$ cat config.mk
export PLATFORM = sky130hd
export DESIGN_NAME = max_value_report_sequencer
export DESIGN_NICKNAME = d
export VERILOG_FILES = /design/src/rtl/max_value_report_sequencer_pkg.sv /design/src/rtl/max_value_report_sequencer_cmd_decode.sv /design/src/rtl/max_value_report_sequencer.sv
export SDC_FILE = /design/constraint.sdc
export NUM_CORES = 1
export LEC_CHECK = 0
export ABC_AREA = 1
export CORE_MARGIN = 1
export CORE_UTILIZATION = 56
export CTS_CLUSTER_SIZE = 40
export DETAILED_ROUTE_END_ITERATION = 7
export PLACE_DENSITY = 0.8
export SLEW_MARGIN = 20
export SYNTH_ARGS = -nofsm -noshare
export SYNTH_HDL_FRONTEND = slang
export SYNTH_SLANG_ARGS = --single-unit
$ cat constraint.sdc
create_clock -name clk -period 2.1 [get_ports clk]
set_clock_uncertainty 0.05 [all_clocks]
set_input_delay 0.21 -clock clk [delete_from_list [all_inputs] [get_ports clk]]
set_output_delay 0.21 -clock clk [all_outputs]
set_load 0.02 [all_outputs]
$ cat src/rtl/max_value_report_sequencer_pkg.sv
// Shared definitions for the max-value report sequencer: command and opcode bytes,
// FSM state encoding and the three-byte report frame layout.
package max_value_report_sequencer_pkg;

    localparam logic [7:0] CMD_CH1 = 8'h31;
    localparam logic [7:0] CMD_CH2 = 8'h32;
    localparam logic [7:0] CMD_CH3 = 8'h33;
    localparam logic [7:0] CMD_CH4 = 8'h34;

    localparam logic [7:0] OP_CH1 = 8'h41;
    localparam logic [7:0] OP_CH2 = 8'h42;
    localparam logic [7:0] OP_CH3 = 8'h43;
    localparam logic [7:0] OP_CH4 = 8'h44;

    localparam int FRAME_LEN = 3;

    typedef enum logic [2:0] {
        ST_IDLE   = 3'd0,
        ST_SETTLE = 3'd1,
        ST_SEND   = 3'd2,
        ST_ACCEPT = 3'd3,
        ST_DRAIN  = 3'd4,
        ST_ABORT  = 3'd5
    } state_t;

    // Byte idx of the report frame: opcode, then the 10-bit snapshot MSB-first.
    function automatic logic [7:0] frame_byte(input logic [1:0] idx,
                                              input logic [7:0] opcode,
                                              input logic [9:0] snap);
        case (idx)
            2'd0:    frame_byte = opcode;
            2'd1:    frame_byte = {6'b0, snap[9:8]};
            default: frame_byte = snap[7:0];
        endcase
    endfunction

endpackage

$ cat src/rtl/max_value_report_sequencer_cmd_decode.sv
// Combinational decoder: received byte -> {valid, channel, opcode}.
module cmd_decode
    import max_value_report_sequencer_pkg::*;
(
    input  logic [7:0] rx_byte,
    output logic       valid,
    output logic [2:0] channel,
    output logic [7:0] opcode
);

    always_comb begin
        valid   = 1'b0;
        channel = 3'd0;
        opcode  = 8'h00;
        case (rx_byte)
            CMD_CH1: begin valid = 1'b1; channel = 3'd1; opcode = OP_CH1; end
            CMD_CH2: begin valid = 1'b1; channel = 3'd2; opcode = OP_CH2; end
            CMD_CH3: begin valid = 1'b1; channel = 3'd3; opcode = OP_CH3; end
            CMD_CH4: begin valid = 1'b1; channel = 3'd4; opcode = OP_CH4; end
            default: ;
        endcase
    end

endmodule

$ cat src/rtl/max_value_report_sequencer.sv
// Turns UART channel commands into 3-byte max-value reports: select the cache channel,
// let it settle, snapshot the peak and hand the frame byte-by-byte to the transmitter.
module max_value_report_sequencer
    import max_value_report_sequencer_pkg::*;
#(
    parameter int SETTLE_CYCLES = 4,
    parameter int TX_TIMEOUT    = 65535
) (
    input  logic       clk,
    input  logic       reset_b,
    input  logic [7:0] rx_data,
    input  logic       rx_ready,
    input  logic [9:0] max_value,
    output logic [2:0] chan_sel,
    output logic [7:0] tx_data,
    output logic       tx_en,
    input  logic       tx_ready,
    output logic       busy,
    output logic       cmd_err,
    output logic       overflow,
    output logic       timeout_err
);

    localparam logic [15:0] SETTLE_LAST  = 16'(SETTLE_CYCLES - 1);
    localparam logic [15:0] TIMEOUT_LAST = 16'(TX_TIMEOUT - 1);
    localparam logic [1:0]  LAST_IDX     = 2'(FRAME_LEN - 1);

    state_t      state, state_nxt;
    logic [1:0]  rst_sync;
    logic        run;
    logic        rx_vld_p0;
    logic [7:0]  rx_byte_p0;
    logic        dec_valid;
    logic [2:0]  dec_ch;
    logic [7:0]  dec_op;
    logic        rx_cmd;
    logic        pend_vld;
    logic [2:0]  pend_ch;
    logic [7:0]  pend_op;
    logic [7:0]  cur_op;
    logic [9:0]  snapshot;
    logic [1:0]  idx;
    logic [15:0] cnt;
    logic        settle_done;
    logic        tx_expired;

    // Reset release is re-timed to clk; the FSM stays idle until run rises.
    always_ff @(posedge clk or negedge reset_b) begin
        if (!reset_b) rst_sync <= 2'b00;
        else          rst_sync <= {rst_sync[0], 1'b1};
    end
    assign run = rst_sync[1];

    // Stage p0: register the received strobe/byte before decoding
    always_ff @(posedge clk or negedge reset_b) begin
        if (!reset_b)  rx_vld_p0 <= 1'b0;
        else           rx_vld_p0 <= rx_ready & run;
    end

    always_ff @(posedge clk) begin
        rx_byte_p0 <= rx_data;
    end

    cmd_decode u_cmd_decode (
        .rx_byte (rx_byte_p0),
        .valid   (dec_valid),
        .channel (dec_ch),
        .opcode  (dec_op)
    );

    assign rx_cmd      = rx_vld_p0 & dec_valid;
    assign settle_done = (cnt == SETTLE_LAST);
    assign tx_expired  = (cnt == TIMEOUT_LAST);

    // FSM state register
    always_ff @(posedge clk or negedge reset_b) begin
        if (!reset_b)  state <= ST_IDLE;
        else if (!run) state <= ST_IDLE;
        else           state <= state_nxt;
    end

    // FSM next state
    always_comb begin
        state_nxt = state;
        case (state)
            ST_IDLE:   if (pend_vld || rx_cmd) state_nxt = ST_SETTLE;
            ST_SETTLE: if (settle_done) state_nxt = ST_SEND;
            ST_SEND: begin
                if (!tx_ready)       state_nxt = ST_ACCEPT;
                else if (tx_expired) state_nxt = ST_ABORT;
            end
            ST_ACCEPT: begin
                if (tx_ready)        state_nxt = ST_DRAIN;
                else if (tx_expired) state_nxt = ST_ABORT;
            end
            ST_DRAIN:  state_nxt = (idx == LAST_IDX) ? ST_IDLE : ST_SEND;
            ST_ABORT:  state_nxt = ST_IDLE;
            default:   state_nxt = ST_IDLE;
        endcase
    end

    // FSM outputs
    always_comb begin
        tx_en       = (state == ST_SEND);
        busy        = (state != ST_IDLE);
        timeout_err = (state == ST_ABORT);
        cmd_err     = rx_vld_p0 & ~dec_valid;
    end

    // Datapath: pending slot, channel select, counters, snapshot and tx byte.
    // While run is low the FSM is pinned to IDLE and rx_cmd is low, so nothing here moves.
    always_ff @(posedge clk or negedge reset_b) begin
        if (!reset_b) begin
            pend_vld <= 1'b0;
            pend_ch  <= 3'd0;
            pend_op  <= 8'h00;
            overflow <= 1'b0;
            chan_sel <= 3'd0;
            cur_op   <= 8'h00;
            snapshot <= 10'd0;
            idx      <= 2'd0;
            cnt      <= 16'd0;
            tx_data  <= 8'h00;
        end else begin
            // A command is only started directly when IDLE has nothing pending
            if (rx_cmd && !(state == ST_IDLE && !pend_vld)) begin
                pend_vld <= 1'b1;
                pend_ch  <= dec_ch;
                pend_op  <= dec_op;
                if (pend_vld && state != ST_IDLE) overflow <= 1'b1;
            end else if (state == ST_IDLE && pend_vld) begin
                pend_vld <= 1'b0;
            end

            case (state)
                ST_IDLE: begin
                    cnt <= 16'd0;
                    if (pend_vld) begin
                        chan_sel <= pend_ch;
                        cur_op   <= pend_op;
                    end else if (rx_cmd) begin
                        chan_sel <= dec_ch;
                        cur_op   <= dec_op;
                    end
                end
                ST_SETTLE: begin
                    if (settle_done) begin
                        snapshot <= max_value;
                        idx      <= 2'd0;
                        cnt      <= 16'd0;
                        tx_data  <= cur_op;
                    end else begin
                        cnt <= cnt + 16'd1;
                    end
                end
                ST_SEND: begin
                    if (!tx_ready)       cnt      <= 16'd0;
                    else if (tx_expired) chan_sel <= 3'd0;
                    else                 cnt      <= cnt + 16'd1;
                end
                ST_ACCEPT: begin
                    if (tx_ready)        cnt      <= 16'd0;
                    else if (tx_expired) chan_sel <= 3'd0;
                    else                 cnt      <= cnt + 16'd1;
                end
                ST_DRAIN: begin
                    if (idx == LAST_IDX) begin
                        chan_sel <= 3'd0;
                    end else begin
                        idx     <= idx + 2'd1;
                        cnt     <= 16'd0;
                        tx_data <= frame_byte(idx + 2'd1, cur_op, snapshot);
                    end
                end
                default: chan_sel <= 3'd0;
            endcase
        end
    end

endmodule

### Word level (Yosys, flattened, before mapping)

Index checks and enable logic that the tools add are counted.

* register bits: 74
* input port bits: 22
* output and inout bits: 16

* $add $sub $neg: 2
* equality and inequality tests: 21
* mux-type cells: 35
* bitwise operators: 5
* reductions and logical operators: 22

Operators by type and width (number)
* two-way mux 16 bit: 5
* case mux 16 bit (5 select lines): 1
* two-way mux 3 bit: 12
* == test 8 x 6 -> 1 bit, second input constant: 4
* two-way mux 8 bit: 4
* case mux 8 bit (2 select lines): 2
* case mux 3 bit (5 select lines): 2
* case mux 7 bit (4 select lines): 1
* adder 16 x 1 -> 16 bit, second input constant: 1
* == test 16 bit, second input constant: 1
* == test 16 x 2 -> 1 bit, second input constant: 1
* case mux 3 bit (4 select lines): 1
* AND reduction 2 bit: 5
* inequality test 3 bit, second input constant: 3
* inequality test 2 bit, second input constant: 4
* == test 3 x 2 -> 1 bit, second input constant: 2
* == test 3 bit, second input constant: 2
* two-way mux 2 bit: 3
* nonzero test 2 bit: 3
* AND reduction 5 bit: 1
* nonzero test 5 bit: 1
* logical AND 1 bit: 4
* case mux 2 bit (2 select lines): 1
* OR reduction 4 bit: 1
* 14 further kinds: 20

### Longest topological paths before layout

Gate-level depths: netlist of the first run.

* depth after elaboration: 8
* gate-level depth with buffers: 12

### By module

A second synthesis of the first run with hierarchy kept.

* cells, all modules: 498
* area total of the unflattened synthesis: 3943.8 sq um

By module, submodules not included
* max_value_report_sequencer: instances 1, cells an instance 465, area each 3762.4 sq um, sequential area each 1811.7 sq um
* cmd_decode: instances 1, cells an instance 33, area each 181.4 sq um, sequential area each 0.0 sq um

### Worst setup path after synthesis of the first run

OpenSTA, ideal clock, no wires.

* path kind: register -> register
* from: register cnt[1]
* to: register tx_data[3]
* arrival time: 1.383 ns
* slack: 0.541 ns
* cell stages (with the launch flop): 10
* cells stage by stage: dfrtp_1 > ha_1 > nand3_1 > nor2_1 > nand2_2 > nand2_4 > nand2_2 > buf_4 > nand2_1 > o21ai_0

* longest elaborated chain between the ends: 3

Ends and longest elaborated chain
* from (decl): RTL line max_value_report_sequencer.sv:43 `logic [15:0] cnt;`
* from (signal assigned): RTL line max_value_report_sequencer.sv:153 `cnt <= cnt + 16'd1;`
* from (signal assigned): RTL line max_value_report_sequencer.sv:159 `else cnt <= cnt + 16'd1;`
* from (signal assigned): RTL line max_value_report_sequencer.sv:164 `else cnt <= cnt + 16'd1;`
* == test 16 x 2 -> 1 bit: RTL line max_value_report_sequencer.sv:72 `assign settle_done = (cnt == SETTLE_LAST);`
* inequality test 2 bit (no source line)
* AND reduction 3 bit (no source line)
* to (signal assigned): RTL line max_value_report_sequencer.sv:151 `tx_data <= cur_op;`
* to (signal assigned): RTL line max_value_report_sequencer.sv:172 `tx_data <= frame_byte(idx + 2'd1, cur_op, snapshot);`
* to (decl): RTL line max_value_report_sequencer.sv:15 `output logic [7:0] tx_data,`

Every way passes these cells.
A chain may end at the register's enable or synchronous reset.

### Worst setup path in the final report of the first run

* from: register state[0]
* to: output port busy

* longest elaborated chain between the ends: 1

Ends and longest elaborated chain
* from (decl): RTL line max_value_report_sequencer.sv:28 `state_t state, state_nxt;`
* from (signal assigned): RTL line max_value_report_sequencer.sv:79 `else state <= state_nxt;`
* nonzero test 3 bit: RTL line max_value_report_sequencer.sv:105 `busy = (state != ST_IDLE);`
* to (decl): RTL line max_value_report_sequencer.sv:18 `output logic busy,`

Every way passes these cells.

==> parameters.txt, run 1 <==
Parameter                              Value

Status
  Run status ... finished, final reports clean

Detailed routing
  Iter 0 DRT Violations ... just under 200
  Sum of routed wire length over all layers ... between 7 and 8 mm
  Router iterations before antenna repair ... 5
  Final routed DRC violation total ... 0
  Number of vias in the routed layout ... 3061
  Remaining number of nets flagged by the antenna check after routing ... 0
  Vias per cell ... 5.35
  Wire length per cell after detailed routing ... 13.4 µm

Pwr
  Power density cells ... approximately 670 nW/µm²
  Total power draw ... about 2800 µW
  Maximum vdd drop ... between 0.5 and 0.6 mV
  P_leak ... between 0.0015 and 0.002 µW

STA
  Worst slew pin tran ... between 0.5 and 0.6 ns
  Min Clock Period, post-route ... ~2 ns
  Final-report setup violation count ... 0
  Final number of hold-violating endpoints ... 0
  Setup total negative slack ... 0 ns
  RSZ-0062 raised after global routing ... no
  Worst-case headroom to the max-slew limit ... a little over 60%
  Post-route fraction of the period consumed by the critical path ... a little over nine tenths
  Number of pins exceeding their max-slew limit in the final report ... 0
  Upper clock frequency limit ... 497 MHz
  Fin worst setup slack ... 0.0867 ns

Floorplan
  Area of the placeable core ... 5960 µm²
  Overall die height ... ~81 µm
  Starting utilization of the core area ... about three fifths
  I/O pins ... 38
  Row Count ... 28
  Die area ... around 6500 µm²
  Horizontal extent of the die ... 80.6 µm

Logic synthesis
  Avg Synthesized Cell Area ... around 8 µm²
  Fraction of the yosys area taken by sequential cells ... about 44%
  Asr flop ratio synth ... between 80% and 90%
  YS warnings ... 0
  Cell count after synthesis ... roughly 440
  Netlist cell types ... 41
  Number of flops mapped to enable cells by yosys ... 0
  List of most frequent post-synthesis cells ... nand2_1, dfrtp_1, nand3_1
  Proportion of netlist area held by the largest area contributor ... between 30% and 40%
  Leading cell types by total area after synthesis ... dfrtp_1, nand2_1, nand3_1
  Cell taking the most area after synthesis ... dfrtp_1
  Synthesized netlist net count ... between 400 and 500
  Prevailing post-synth register cell ... dfrtp_1
  Number of register bits inferred by synthesis ... 63
  Synth Cell Area ... between 3000 and 4000 µm²
  Cell with the most instances after synthesis ... nand2_1

Placement
  Routability congestion estimate ... 0.915
  Setup Slack @ Placement ... about 0.25 ns
  Total of buffers placed on input and output ports ... 37
  Post-detailed-placement half-perimeter wirelength ... between 5 and 6 mm

Clock tree
  Buffer levels on the longest clock path ... 2
  Worst skew pair latency ... 0.35 ns
  Clock edge transition at the registers on the reported setup and hold paths ... 0.07 ns
  Clock tree from TritonCTS ... done
  Clk sink count ... 63
  CTS root buffer ... clkbuf_8
  Total CTS buffers ... 9
  H-tree levels ... 3

Setup path
  Crit path cell chain ... nor2_4 > nand2_1 > clkdlybuf4s50_1
  Max incr delay on CP ... roughly 0.57 ns
  Endpoint kind of the worst setup timing path ... primary output
  Slowest CP cell ... clkdlybuf4s50_1
  Worst endpoint data arrival time ... ~1.8 ns
  Crit path launch type ... flip-flop
  Required time of the worst setup path ... between 1.5 and 2 ns
  Cell class contributing the biggest share of worst-path delay ... buffers and inverters
  Crit path buffers/inverters ... 1
  Maximum fanout count along the critical path ... 7
  Start-to-end type of the worst setup path ... flip-flop to primary output

Run
  Max Cap Violations ... 0

Global routing
  Total Routing Usage GR ... between 20% and 30%
  Number of antenna violations at the first check in global routing ... 0
  Number of global-route vias before repair ... between 2k and 3k
  Pin count of the biggest net entering global routing ... 26
  First-pass GRT wire length ... 12.8 mm
  Overall overflow remaining after global route ... 0

Final layout
  Number of fillers in the final layout ... 498
  Number of nets in the layout ... a little over 500
  Area Overhead vs Synth ... 19.5%
  Ant. Diodes ... 0
  Fraction of final layout cells with drive strength greater than 1 ... 13.9%

Hold path
  Class of the worst hold path ... primary input to flip-flop
## registers in the layout, indices dropped and copies added, names as in the netlist
name	count
cnt	16
snapshot	10
rx_byte_p0	8
tx_data	8
cur_op	4
chan_sel	3
state	3
idx	2
pend_ch	2
pend_op	2
rst_sync	2
overflow	1
pend_vld	1
rx_vld_p0	1
## layout make-up
type | instances | area, µm² | area share [%]
clock buffers | 9 | 124 | 3.00
clock inverters | 7 | 71.3 | 1.73
multi-input cells | 324 | 1690 | 40.9
inverters | 49 | 189 | 4.57
flip-flops and latches | 63 | 1540 | 37.2
well taps | 75 | 93.8 | 2.27
repair buffers | 45 | 428 | 10.4
## worst paths after layout
check | to | start | slack, ns | depth (start not counted)
worst max-delay path | busy | state[0] | 0.09 | 3
worst min-delay path | rx_byte_p0[5] | rx_data[5] | 0.26 | 1
worst max register to register | tx_data[1] | cnt[0] | 0.23 | 9
worst min register to register | rst_sync[1] | rst_sync[0] | 0.31 | 0
max in group asynchronous | state[0] | reset_b | 0.99 | 3
min in group asynchronous | cnt[0] | reset_b | 0.34 | 2
## layout by cell type, fill, tap and decap left out, types with 2 or more instances in the layout
master           Yosys  final
nand2_1            130    130
dfrtp_1             55     54
nand3_1             45     45
inv_1               42     42
nor2_1              34     34
clkdlybuf4s50_1      0     33
o21ai_0             22     22
a21oi_1             13     13
nand4_1              9      9
clkbuf_8             1      9
nand2_2              8      8
o21ai_1              8      8
dfxtp_1              8      8
nor2_2               7      7
buf_4                2      7
nand2_4              6      6
nor3_1               6      6
nor2_4               5      5
inv_2                5      5
ha_1                 5      5
or2_1                3      3
o22ai_1              3      3
clkinvlp_4           0      3
inv_4                2      2
nor2_8               2      2
nand3_2              2      2
o21ai_4              2      2
clkinv_2             0      2
dlygate4sd2_1        0      2
## kinds of logic after synthesis
group           Yosys count  synth area share (%)
compound gates           53                  8.86
xor+xnor                  2                 0.506
fa+ha+maj                 5                  1.81
buf+inv                  54                  6.76
flops                    63                  44.4
other cells               1                 0.108
simple gates            263                  37.5
## layer usage
| metal | track usage, % | share of wire [%] |
|---|---|---|
| met5 | 0 | 0 |
| met4 | 9.11 | 0.86 |
| met1 | 33.9 | 46 |
| met3 | 6.82 | 4.4 |
| met2 | 42.3 | 49 |
## per-stage QoR
stage | area, µm² | instances | hold WS (ns) | utilization, %
finish | 4130 | 572 | 0.255 | 69.4
global route | 4130 | 572 | 0.236 | 69.4
CTS | 4130 | 572 | 0.248 | 69.3
detailed placement | 3930 | 555 | 0.198 | 65.9
global placement | 3930 | 555 | 0.193 | 65.9
floorplan | 3460 | 441 | -0.136 | -
## power by group
group	leakage [µW]	total, µW	internal (µW)	switching (µW)
sequential	0.000775	1300	1260	42.8
clock	0.0000916	1050	547	506
combinational	0.00106	435	165	270
## timing repair
item / 4_1_cts / 5_1_grt
endpoints found under the setup margin: 3 / 1
gates resized for setup: 3 / 1
gates cloned: 0 / 0
hold buffers: 1 / 0
setup buffers: 0 / 0
hold endpoints to repair: 23 / 0
Power figures use the tool's default switching activity.
==> run 2, diff against run 1 <==
--- a/config.mk
+++ b/config.mk
@@ -7,11 +7,12 @@
 export LEC_CHECK = 0
 export ABC_AREA = 1
 export CORE_MARGIN = 1
-export CORE_UTILIZATION = 56
+export CORE_UTILIZATION = 58
 export CTS_CLUSTER_SIZE = 40
 export DETAILED_ROUTE_END_ITERATION = 7
-export PLACE_DENSITY = 0.8
+export PLACE_DENSITY = 0.82
 export SLEW_MARGIN = 20
 export SYNTH_ARGS = -nofsm -noshare
 export SYNTH_HDL_FRONTEND = slang
+export SYNTH_HIERARCHICAL = 1
 export SYNTH_SLANG_ARGS = --single-unit
==> parameters.txt, run 2 <==
Parameter                              Value

Logic synthesis
  YS warnings ... 6 (+6)
  Xor and xnor area share after synthesis ... 1.33% (+0.83 points)
  Leading cell types by total area after synthesis ... dfrtp_1, nand2_1, inv_1
  Synth Cell Area ... 3940 µm² (+14%)
  Cell taking the most area after synthesis ... dfrtp_1
  Post-synthesis share of cell area spent on full adders, half adders and majority gates ... 1.59% (-0.22 points)
  Cell count after synthesis ... 498 (+13%)
  Proportion of synthesized area in mux cells ... 1.71% (+1.7 points)
  Compound-gate portion of the synthesized area ... 9.96% (+1.1 points)
  Simple-gate portion of the synthesized area ... 30.2% (-7.4 points)
  Prevailing post-synth register cell ... dfrtp_1
  Number of register bits inferred by synthesis ... 74 (+17%)
  List of most frequent post-synthesis cells ... nand2_1, dfrtp_1, inv_1
  Cell with the most instances after synthesis ... nand2_1
  Netlist cell types ... 39 (-4.9%)
  Proportion of netlist area held by the largest area contributor ... 41.9% (+2.1 points)
  Fraction of the yosys area taken by sequential cells ... 45.9% (+1.5 points)
  Asr flop ratio synth ... 89.2% (+1.9 points)
  Number of flops mapped to enable cells by yosys ... 0 (unchanged)
  Main combinational cell family by area after synthesis ... simple AND/OR/NAND/NOR gates
  Avg Synthesized Cell Area ... 7.92 µm² (+0.95%)

Setup path
  Endpoint kind of the worst setup timing path ... primary output
  Worst endpoint data arrival time ... 1.79 ns (+0.04 ns)
  Worst r2r src ... rx_byte_p0[2]
  Crit path cell chain ... inv_4 > nor3_1 > clkdlybuf4s50_1
  Cell class contributing the biggest share of worst-path delay ... buffers and inverters
  Max incr delay on CP ... 0.63 ns (+0.06 ns)
  Maximum fanout count along the critical path ... 7 (unchanged)
  Beginning of the critical path ... state[2]
  Slowest CP cell ... clkdlybuf4s50_1
  Flop-to-flop setup slack ... 0.31 ns (+0.08 ns)
  Start-to-end type of the worst setup path ... flip-flop to primary output
  Crit path launch type ... flip-flop
  Crit path buffers/inverters ... 2 (+1)
  Required time of the worst setup path ... 1.84 ns (about the same)

Hold path
  Hold path startpoint ... rx_data[7]
  Class of the worst hold path ... primary input to flip-flop

STA
  Setup total negative slack ... 0 ns (unchanged)
  Number of pins exceeding their max-slew limit in the final report ... 0 (unchanged)
  Fin worst setup slack ... 0.0533 ns (-0.0333 ns)
  Final number of hold-violating endpoints ... 0 (unchanged)
  Worst slew pin tran ... 0.547 ns (-0.0346 ns)
  Upper clock frequency limit ... 489 MHz (-1.6%)
  Min Clock Period, post-route ... 2.05 ns (+0.0333 ns)
  Final-report setup violation count ... 0 (unchanged)
  Post-route fraction of the period consumed by the critical path ... 97.5% (+1.6 points)
  RSZ-0062 raised after global routing ... no
  Worst-case hold slack ... 0.243 ns (-0.0123 ns)
  Worst-case headroom to the max-slew limit ... 63.5% (+2.3 points)

Floorplan
  Row Count ... 29 (+3.6%)
  Horizontal extent of the die ... 84.5 µm (+4.8%)
  I/O pins ... 38 (unchanged)
  Area of the placeable core ... 6460 µm² (+8.4%)
  Starting utilization of the core area ... 61.1% (+3.0 points)
  Overall die height ... 84.5 µm (+4.8%)
  Die area ... 7130 µm² (+9.8%)

Final layout
  Number of nets in the layout ... 562 (+8.3%)
  Most used cells in the layout excluding fill and tap cells ... nand2_1, dfrtp_1, inv_1, nor2_1, nand3_1
  Largest register by flop count ... cnt
  Max FFs per register ... 16 (unchanged)
  Commonest non-fill, non-tap cell in the layout ... nand2_1
  Fraction of final layout cells with drive strength greater than 1 ... 13.5% (-0.36 points)
  Area Overhead vs Synth ... 15.8%
  Final core utilization ... 70.7% (+1.3 points)
  Largest registers in the final layout ... cnt (16), snapshot (10)
  Summed area of non-filler cells in the final layout ... 4570 µm² (+11%)
  Ant. Diodes ... 0 (unchanged)

Pwr
  Maximum vdd drop ... 0.596 mV (+0.97%)
  Power density cells ... 938 nW/µm² (+39%)
  P_leak ... 0.00223 µW (+15%)

Detailed routing
  Remaining number of nets flagged by the antenna check after routing ... 0 (unchanged)
  Vias per cell ... 5.25 (-1.9%)
  DR WL met3 ... 263 µm (-22%)
  Max layer used ... met4
  Iter 0 DRT Violations ... 177 (-8.8%)
  Met1 routed wirelength after detailed routing ... 3.68 mm (+4.5%)
  Final routed DRC violation total ... 4 (+4)
  Routed wire length on met2 ... 3.89 mm (+4.4%)
  Router iterations before antenna repair ... 6 (+1)
  Wire length per cell after detailed routing ... 13.0 µm (-2.7%)
  Sum of routed wire length over all layers ... 8.03 mm (+5.0%)
  Number of vias in the routed layout ... 3239 (+5.8%)

Clock tree
  Clock edge transition at the registers on the reported setup and hold paths ... 0.09 ns (+0.02 ns)
  Worst skew pair latency ... 0.36 ns (about the same)
  H-tree levels ... 3 (unchanged)
  Clk sink count ... 74 (+17%)
  CTS root buffer ... clkbuf_8
  Total CTS buffers ... 9 (unchanged)
  Post-CTS setup buffer count ... 0 (unchanged)
  Buffer levels on the longest clock path ... 2 (unchanged)
  Clock tree from TritonCTS ... done

Run
  Max Cap Violations ... 0 (unchanged)

Global routing
  Pin count of the biggest net entering global routing ... 67 (+160%)
  Overall overflow remaining after global route ... 0 (unchanged)
  Total Routing Usage GR ... 24.9% (-1.3 points)
  First-pass GRT wire length ... 14.0 mm (+9.0%)
  Number of antenna violations at the first check in global routing ... 0 (unchanged)
  Number of global-route vias before repair ... 3157 (+9.3%)

Placement
  Area after detailed placement ... 4330 µm² (+10%)
  Setup Slack @ Placement ... 0.257 ns (+0.00267 ns)
  Total of buffers placed on input and output ports ... 37 (unchanged)
  Post-detailed-placement half-perimeter wirelength ... 5.76 mm (+0.61%)
  Routability congestion estimate ... 0.895 (-2.2%)

Status
  Violated checks ... DRC
  Run status ... complete, but fails checks
## run 2: final timing paths
kind                                 end  cells past startpoint
max                          timeout_err                      3
min                        rx_byte_p0[7]                      1
max reg2reg                   pend_op[2]                      9
min reg2reg                  rst_sync[1]                      0
max in group asynchronous        cnt[15]                      3
min in group asynchronous        cnt[12]                      3
## run 2: per-layer routing
layer  up-vias  track usage [%]
li1       1640                -
met1      1521             32.1
met2        62             41.5
met3        16             3.64
met4         0             12.6
met5         -                0
## run 2: timing repair
action                     in CTS  in global routing
gates resized for setup         2                  2
gates cloned                    0                  0
hold endpoints to repair       66                  0
pin swaps                       0                  0
hold buffers                    1                  0
setup endpoints to repair       3                  2
## run 2: area by class of cell
cell class | count | area (µm²)
Fill cell | 505 | 1890
Sequential cell | 74 | 1810
Multi-Input combinational cell | 348 | 1780
Timing Repair Buffer | 41 | 414
Inverter | 61 | 234
Clock buffer | 9 | 124
Clock inverter | 7 | 101
Tap cell | 77 | 96.3
## run 2: logic make-up (layout without fill, tap and decap cells)
logic type | after synthesis | after routing
buffers and inverters | 79 | 118
AND/OR/NAND/NOR | 260 | 260
multiplexers | 6 | 6
XOR/XNOR | 6 | 6
flip-flops | 74 | 74
adder cells (fa/ha/maj) | 5 | 5
other | 2 | 5
AO/OA/AOI/OAI | 66 | 66
## run 2: per-stage QoR
stage / cells / total power, µW
2_1_floorplan: 501 / 2610
3_3_place_gp: 600 / 2990
3_5_place_dp: 600 / 3030
4_1_cts: 617 / 4300
5_1_grt: 617 / 4500
6_report: 617 / 4290
## run 2: report_power, final
part           switching (µW)  internal, µW
combinational             812           489
clock                     588           681
sequential                124          1590
## run 2: worst register-to-register path, stage by stage, from the launching register on
cell and delay (ns):
dfxtp_1 0.35, inv_2 0.05, nand2_1 0.08, nor2_1 0.05, nand2_1 0.09, nand3_2 0.12, nand2_1 0.18, inv_1 0.08
nand2_2 0.27, mux2_2 0.38
==> run 3, diff against run 2 <==
--- a/config.mk
+++ b/config.mk
@@ -7,10 +7,10 @@
 export LEC_CHECK = 0
 export ABC_AREA = 1
 export CORE_MARGIN = 1
-export CORE_UTILIZATION = 58
+export CORE_UTILIZATION = 62
 export CTS_CLUSTER_SIZE = 40
 export DETAILED_ROUTE_END_ITERATION = 7
-export PLACE_DENSITY = 0.82
+export PLACE_DENSITY = 0.87
 export SLEW_MARGIN = 20
 export SYNTH_ARGS = -nofsm -noshare
 export SYNTH_HDL_FRONTEND = slang
==> constraint.sdc (replaced) <==
create_clock -name clk -period 2.4 [get_ports clk]
set_clock_uncertainty 0.05 [all_clocks]
set_input_delay 0.24 -clock clk [delete_from_list [all_inputs] [get_ports clk]]
set_output_delay 0.24 -clock clk [all_outputs]
set_load 0.02 [all_outputs]
==> parameters.txt, run 3 (same netlist as run 2, synthesis figures left out) <==
Parameter                              Value

Status
  Run status ... finished, final reports clean

Setup path
  Max incr delay on CP ... 0.63 ns (about the same)
  Endpoint kind of the worst setup timing path ... primary output
  Start-to-end type of the worst setup path ... flip-flop to primary output
  Crit path cell chain ... inv_4 > nand2_2 > inv_4 > nand2_4 > inv_1 > clkdlybuf4s50_1
  Beginning of the critical path ... state[2]
  Worst endpoint data arrival time ... 1.98 ns (+0.19 ns)
  Most prevalent standard cell on the critical path ... inv_4
  Maximum fanout count along the critical path ... 7 (unchanged)
  Worst r2r src ... rx_byte_p0[2]
  Crit path buffers/inverters ... 4 (+2)
  Slowest CP cell ... clkdlybuf4s50_1
  Required time of the worst setup path ... 2.11 ns (+0.27 ns)
  Cell class contributing the biggest share of worst-path delay ... buffers and inverters
  Crit path launch type ... flip-flop

Detailed routing
  Router iterations before antenna repair ... 5 (-1)
  DR WL met3 ... 383 µm (+46%)
  Number of vias in the routed layout ... 3296 (+1.8%)
  Sum of routed wire length over all layers ... 8.25 mm (+2.7%)
  Final routed DRC violation total ... 0 (-4)
  Vias per cell ... 5.37 (+2.3%)
  Max layer used ... met4
  Iter 0 DRT Violations ... 285 (+61%)
  Remaining number of nets flagged by the antenna check after routing ... 0 (unchanged)
  Routed wire length on met2 ... 4.10 mm (+5.3%)
  Met1 routed wirelength after detailed routing ... 3.60 mm (-2.2%)
  Wire length per cell after detailed routing ... 13.4 µm (+3.2%)

Final layout
  Commonest non-fill, non-tap cell in the layout ... nand2_1
  Number of nets in the layout ... 561 (-0.18%)
  Fraction of final layout cells with drive strength greater than 1 ... 13.0% (-0.53 points)
  Ant. Diodes ... 0 (unchanged)
  Most used cells in the layout excluding fill and tap cells ... nand2_1, dfrtp_1, inv_1, nor2_1, clkdlybuf4s50_1
  Largest registers in the final layout ... cnt (16), snapshot (10)
  Area Overhead vs Synth ... 15.2%
  Max FFs per register ... 16 (unchanged)
  Largest register by flop count ... cnt
  Final core utilization ... 75.4% (+4.7 points)

Pwr
  P_leak ... 0.00218 µW (-2.1%)
  Power spent charging and discharging nets ... 1280 µW (-16%)
  Clock power share ... 28.6% (-1.0 points)
  Sequential fraction of design power ... 40.7% (+0.7 points)
  Proportion of total power due to net switching ... 34.7% (-0.84 points)
  Maximum vdd drop ... 0.651 mV (+9.1%)
  Internal power component ... 2410 µW (-13%)
  Power density cells ... 813 nW/µm² (-13%)
  Logic pwr share ... 30.7% (+0.4 points)

STA
  Number of pins exceeding their max-slew limit in the final report ... 0 (unchanged)
  Worst-case headroom to the max-slew limit ... 64.2% (+0.70 points)
  Final number of hold-violating endpoints ... 0 (unchanged)
  Upper clock frequency limit ... 441 MHz
  Worst slew pin tran ... 0.537 ns (-0.0105 ns)
  Final-report setup violation count ... 0 (unchanged)
  Post-route fraction of the period consumed by the critical path ... between 90 and 100%
  RSZ-0062 raised after global routing ... no
  Min Clock Period, post-route ... roughly 2.3 ns
  Setup total negative slack ... 0 ns (unchanged)

Clock tree
  Clk sink count ... 74 (unchanged)
  Clock edge transition at the registers on the reported setup and hold paths ... 0.08 ns (about the same)
  H-tree levels ... 3 (unchanged)
  Buffer levels on the longest clock path ... 2 (unchanged)
  Post-CTS setup buffer count ... 0 (unchanged)
  Clock tree from TritonCTS ... done
  CTS root buffer ... clkbuf_8
  Worst skew pair latency ... 0.35 ns (about the same)
  Total CTS buffers ... 9 (unchanged)

Floorplan
  Row Count ... 28 (-3.4%)
  I/O pins ... 38 (unchanged)
  Die area ... 6680 µm² (-6.3%)
  Area of the placeable core ... 6030 µm² (-6.7%)
  Starting utilization of the core area ... 65.4% (+4.4 points)
  Overall die height ... 81.8 µm (-3.2%)
  Horizontal extent of the die ... 81.8 µm (-3.2%)

Placement
  Post-detailed-placement half-perimeter wirelength ... 5.97 mm (+3.5%)
  Routability congestion estimate ... 0.898 (+0.30%)
  Total of buffers placed on input and output ports ... 37 (unchanged)

Global routing
  First-pass GRT wire length ... 13.6 mm (-3.1%)
  Number of antenna violations at the first check in global routing ... 0 (unchanged)
  Total Routing Usage GR ... 27.2% (+2.2 points)
  Number of global-route vias before repair ... 3061 (-3.0%)
  Overall overflow remaining after global route ... 0 (unchanged)
  Pin count of the biggest net entering global routing ... 56 (-16%)

Hold path
  Class of the worst hold path ... primary input to async pin

Run
  Max Cap Violations ... 0 (unchanged)
==> run 3: path summary, 6_finish.rpt <==
kind | endpoint | slack, ns | cells past startpoint
min reg2reg | rst_sync[1] | 0.33 | 0
max in group asynchronous | state[1] | 1.47 | 3
min | cnt[15] | 0.25 | 2
max | tx_en | 0.13 | 6
max reg2reg | pend_op[6] | 0.57 | 9
min in group clk | rx_byte_p0[0] | 0.28 | 1
==> run 3: per-stage QoR <==
step	hold WS (ns)	instance area [µm²]	instances	total power, µW	worst slack [ns]
after floorplan	-0.106	3960	501	2280	0.903
after global placement	0.0928	4320	597	2610	0.570
after detailed placement	0.0944	4320	597	2650	0.515
after CTS	0.256	4540	614	3710	0.132
after global routing	0.280	4540	614	3880	0.0528
final	0.247	4540	614	3690	0.132
==> run 3: power groups by stage <==
stage / clock network (µW) / registers, µW / logic, µW
after CTS: 1070 / 1500 / 1140
final: 1060 / 1500 / 1140
after floorplan: 0 / 1580 / 698
after global routing: 1110 / 1520 / 1240
after global placement: 0 / 1520 / 1090
after detailed placement: 0 / 1520 / 1130
==> run 3: worst reg2reg max path, stage by stage (launching register included) <==
cell     delay [ns]
dfxtp_1        0.35
inv_2          0.05
nand2_1        0.08
nor2_1         0.05
nand2_1        0.09
nand3_2        0.11
nand2_1        0.21
inv_1          0.08
nand2_2        0.27
mux2_2         0.37
==> run 3: layout make-up <==
class,instances,area (µm²)
fillers,437,1480
flip-flops and latches,74,1810
repair buffers,40,403
well taps,75,93.8
multi-input cells,348,1780
clock buffers,10,128
inverters,61,234
clock inverters,6,88.8
==> run 3: timing repair <==
| action | in CTS | in global routing |
|---|---|---|
| endpoints found under the hold margin | 11 | 0 |
| hold buffers | 1 | 0 |
| resized for setup | 0 | 0 |
==> run 3: routing by layer <==
metal  track usage (%)  vias up
met1              33.9     1533
met5                 0        -
met4              10.7        0
met3              3.67       23
li1                  -     1644
met2              47.4       96
==> RTL change: new RTL, config.mk and constraints of run 3 <==
Encoding of `state_t`: now Gray code (3 bits for 6 states).
--- a/src/rtl/max_value_report_sequencer_pkg.sv
+++ b/src/rtl/max_value_report_sequencer_pkg.sv
@@ -15,12 +15,12 @@
     localparam int FRAME_LEN = 3;
 
     typedef enum logic [2:0] {
-        ST_IDLE   = 3'd0,
-        ST_SETTLE = 3'd1,
-        ST_SEND   = 3'd2,
-        ST_ACCEPT = 3'd3,
-        ST_DRAIN  = 3'd4,
-        ST_ABORT  = 3'd5
+        ST_IDLE   = 3'b000,
+        ST_SETTLE = 3'b001,
+        ST_SEND   = 3'b011,
+        ST_ACCEPT = 3'b010,
+        ST_DRAIN  = 3'b110,
+        ST_ABORT  = 3'b111
     } state_t;
 
     // Byte idx of the report frame: opcode, then the 10-bit snapshot MSB-first.
Formal check against the unedited RTL: same outputs for any inputs over 10 cycles, from zero or initial values and one cycle with reset_b low; not proved beyond that.
==> RTL change against run 3 <==
  * Routed wire length rose by 5.8%
  * Count of clock-buffer cells in the layout rose by 1
  * Sequential power fell by 5%
  * Worst setup slack improved by 0.052 ns
  * Cell area fell by 1.3%
  * Area after synthesis fell by 2.0%
  * Non-clock buffer count rose by 5
  * Die area fell by 2.0%
  * Total power fell by 16%
  * Sequential cell count did not move
  * Register-to-register slack got worse by 0.27 ns
==> RTL change: results (changes against run 3) <==
- # diodes: 0 (unchanged)
- Root Buffer: clkbuf_8 (unchanged)
- Routed WL: 8.726 mm (was 8.246 mm)
- Hold_buf cts: 1 (unchanged)
- Vias in the first global route: 3,217 (was 3,061)
- R2R setup slack: 0.30 ns (was 0.57 ns)
- XOR/XNOR Fraction of Synth Area: 0.9067% (was 1.332%)
- Layout cells sized above 1: 9.908% (was 12.99%)
- Worst-path clk slew: 0.08 ns (about the same)
- Postcts setup bufs: 0 (unchanged)
- All-Layer GR Usage: 29.57% (was 27.18%)
- Synth area leaders: dfrtp_1 43%, nand2_1 16%, nand3_1 4.8% (was dfrtp_1 42%, nand2_1 14%, inv_1 4.9%)
- Final net count: 567 (was 561)
- H-tree levels: 3 (unchanged)
- Worst skew pair latency: 0.36 ns
- Netlist cell types: 34 (was 39)
- Drt pass-1 iters: 5 (unchanged)
- I/O Buffers: 37 (unchanged)
- Post-DP HPWL: 6.396 mm (was 5.968 mm)
- Crit-path max FO: 4 (was 7)
- Worst hold path class: in -> reg (was in -> async)
- Global placement routability congestion: 0.8721 (was 0.8980)
- Seq/Total Area, Yosys: 46.89% (was 45.94%)
- Total CTS buffers: 9 (unchanged)
- Adder-Cell Fraction of Synth Area: 1.619% (was 1.586%)
- Reg2reg end: tx_data[1] (was pend_op[6])
- Peak supply drop: 0.0005191 V (was 0.0006506 V)
- Initial antenna violation count: 0 (unchanged)
- Reg-to-reg startpoint: cnt[1] (was rx_byte_p0[2])
- First-iteration detailed-routing DRC count: 218 (was 285)
- Critical path arrival: 1.93 ns (was 1.98 ns)
- Via-to-Cell Ratio: 5.468 (was 5.368)
- Commonest cells in the netlist: 162 x nand2_1, 66 x dfrtp_1, 46 x inv_1 (was 144 x nand2_1, 66 x dfrtp_1, 51 x inv_1)
- Hold Vio Cnt, Final: 0 (unchanged)
- Hold Path Sink: rx_byte_p0[4]
- Pleak: 2.094 nW (was 2.179 nW)
- Register-to-Register Path Depth: 8 (was 9)
- Largest net degree at the start of global routing: 30 (was 56)
- Hold Crit Start: rx_data[4]
- CP startpoint: state[0] (was state[2])
- Routed Antenna Nets: 0 (unchanged)
- Synth warn: 6 (unchanged)
- CTS resizes: 0 (unchanged)
- Hold path depth: 1
- Max cap viols: 0 (unchanged)
- Worst hold margin: 0.2691 ns (was 0.2468 ns)
- FFs w/ async S/R, synth: 89.19% (unchanged)
- Mux cell area share after synthesis: 1.749% (was 1.713%)
- Clk buf depth: 2 (unchanged)
- Outcome: finished clean (unchanged)
- First-pass GRT wire length: 14.43 mm (was 13.56 mm)
- Compound-Gate Fraction of Synth Area: 9.780% (was 9.962%)
- Max-slew headroom: 54.59% (was 64.23%)
## RTL change: stage by stage
| stage | worst slack (ns) | power (mW) | std cells | instance area (µm²) |
|---|---|---|---|---|
| 6_report | 0.1841 | 3.102 | 620 | 4483 |
| 3_3_place_gp | 0.4794 | 2.068 | 603 | 4260 |
| 3_5_place_dp | 0.3823 | 2.090 | 603 | 4260 |
| 5_1_grt | 0.1396 | 3.237 | 620 | 4483 |
| 4_1_cts | 0.1922 | 3.113 | 620 | 4483 |
| 2_1_floorplan | 0.8371 | 1.815 | 503 | 3875 |
## RTL change: metal layers
layer	global-route usage [%]	vias to the layer above	wire length, µm
li1	-	1668	-
met1	35.95	1560	3669
met2	49.75	134	4310
met3	4.944	28	501
met4	16.61	0	244
met5	0	-	0
## RTL change: worst max-delay path: stages (launching register included)
cell and delay (ns):
dfrtp_1 0.50, inv_2 0.11, nor3_1 0.30, clkdlybuf4s50_1 0.67
## RTL change: worst max path at each step
stage / to / slack, ns / cells after the start
4_1_cts: timeout_err / 0.19 / 3
5_1_grt: tx_data[1] / 0.14 / 8
6_report: timeout_err / 0.18 / 3
3_5_place_dp: idx[1] / 0.38 / 8
3_3_place_gp: tx_data[1] / 0.48 / 8
2_1_floorplan: cnt[4] / 0.84 / 9
## RTL change: cell type report
class | count | area (µm²)
Sequential cell | 74 | 1812
Tap cell | 75 | 93.84
Timing Repair Buffer | 45 | 427.9
Clock inverter | 5 | 60.06
Fill cell | 453 | 1473
Inverter | 57 | 214.0
Multi-Input combinational cell | 353 | 1723
Clock buffer | 11 | 152.6
## RTL change: power breakdown
group | internal (mW) | leakage, nW | switching [mW] | total, mW
Sequential | 1.35 | 0.888 | 0.0739 | 1.42
Combinational | 0.265 | 1.10 | 0.389 | 0.653
Clock | 0.547 | 0.105 | 0.478 | 1.03
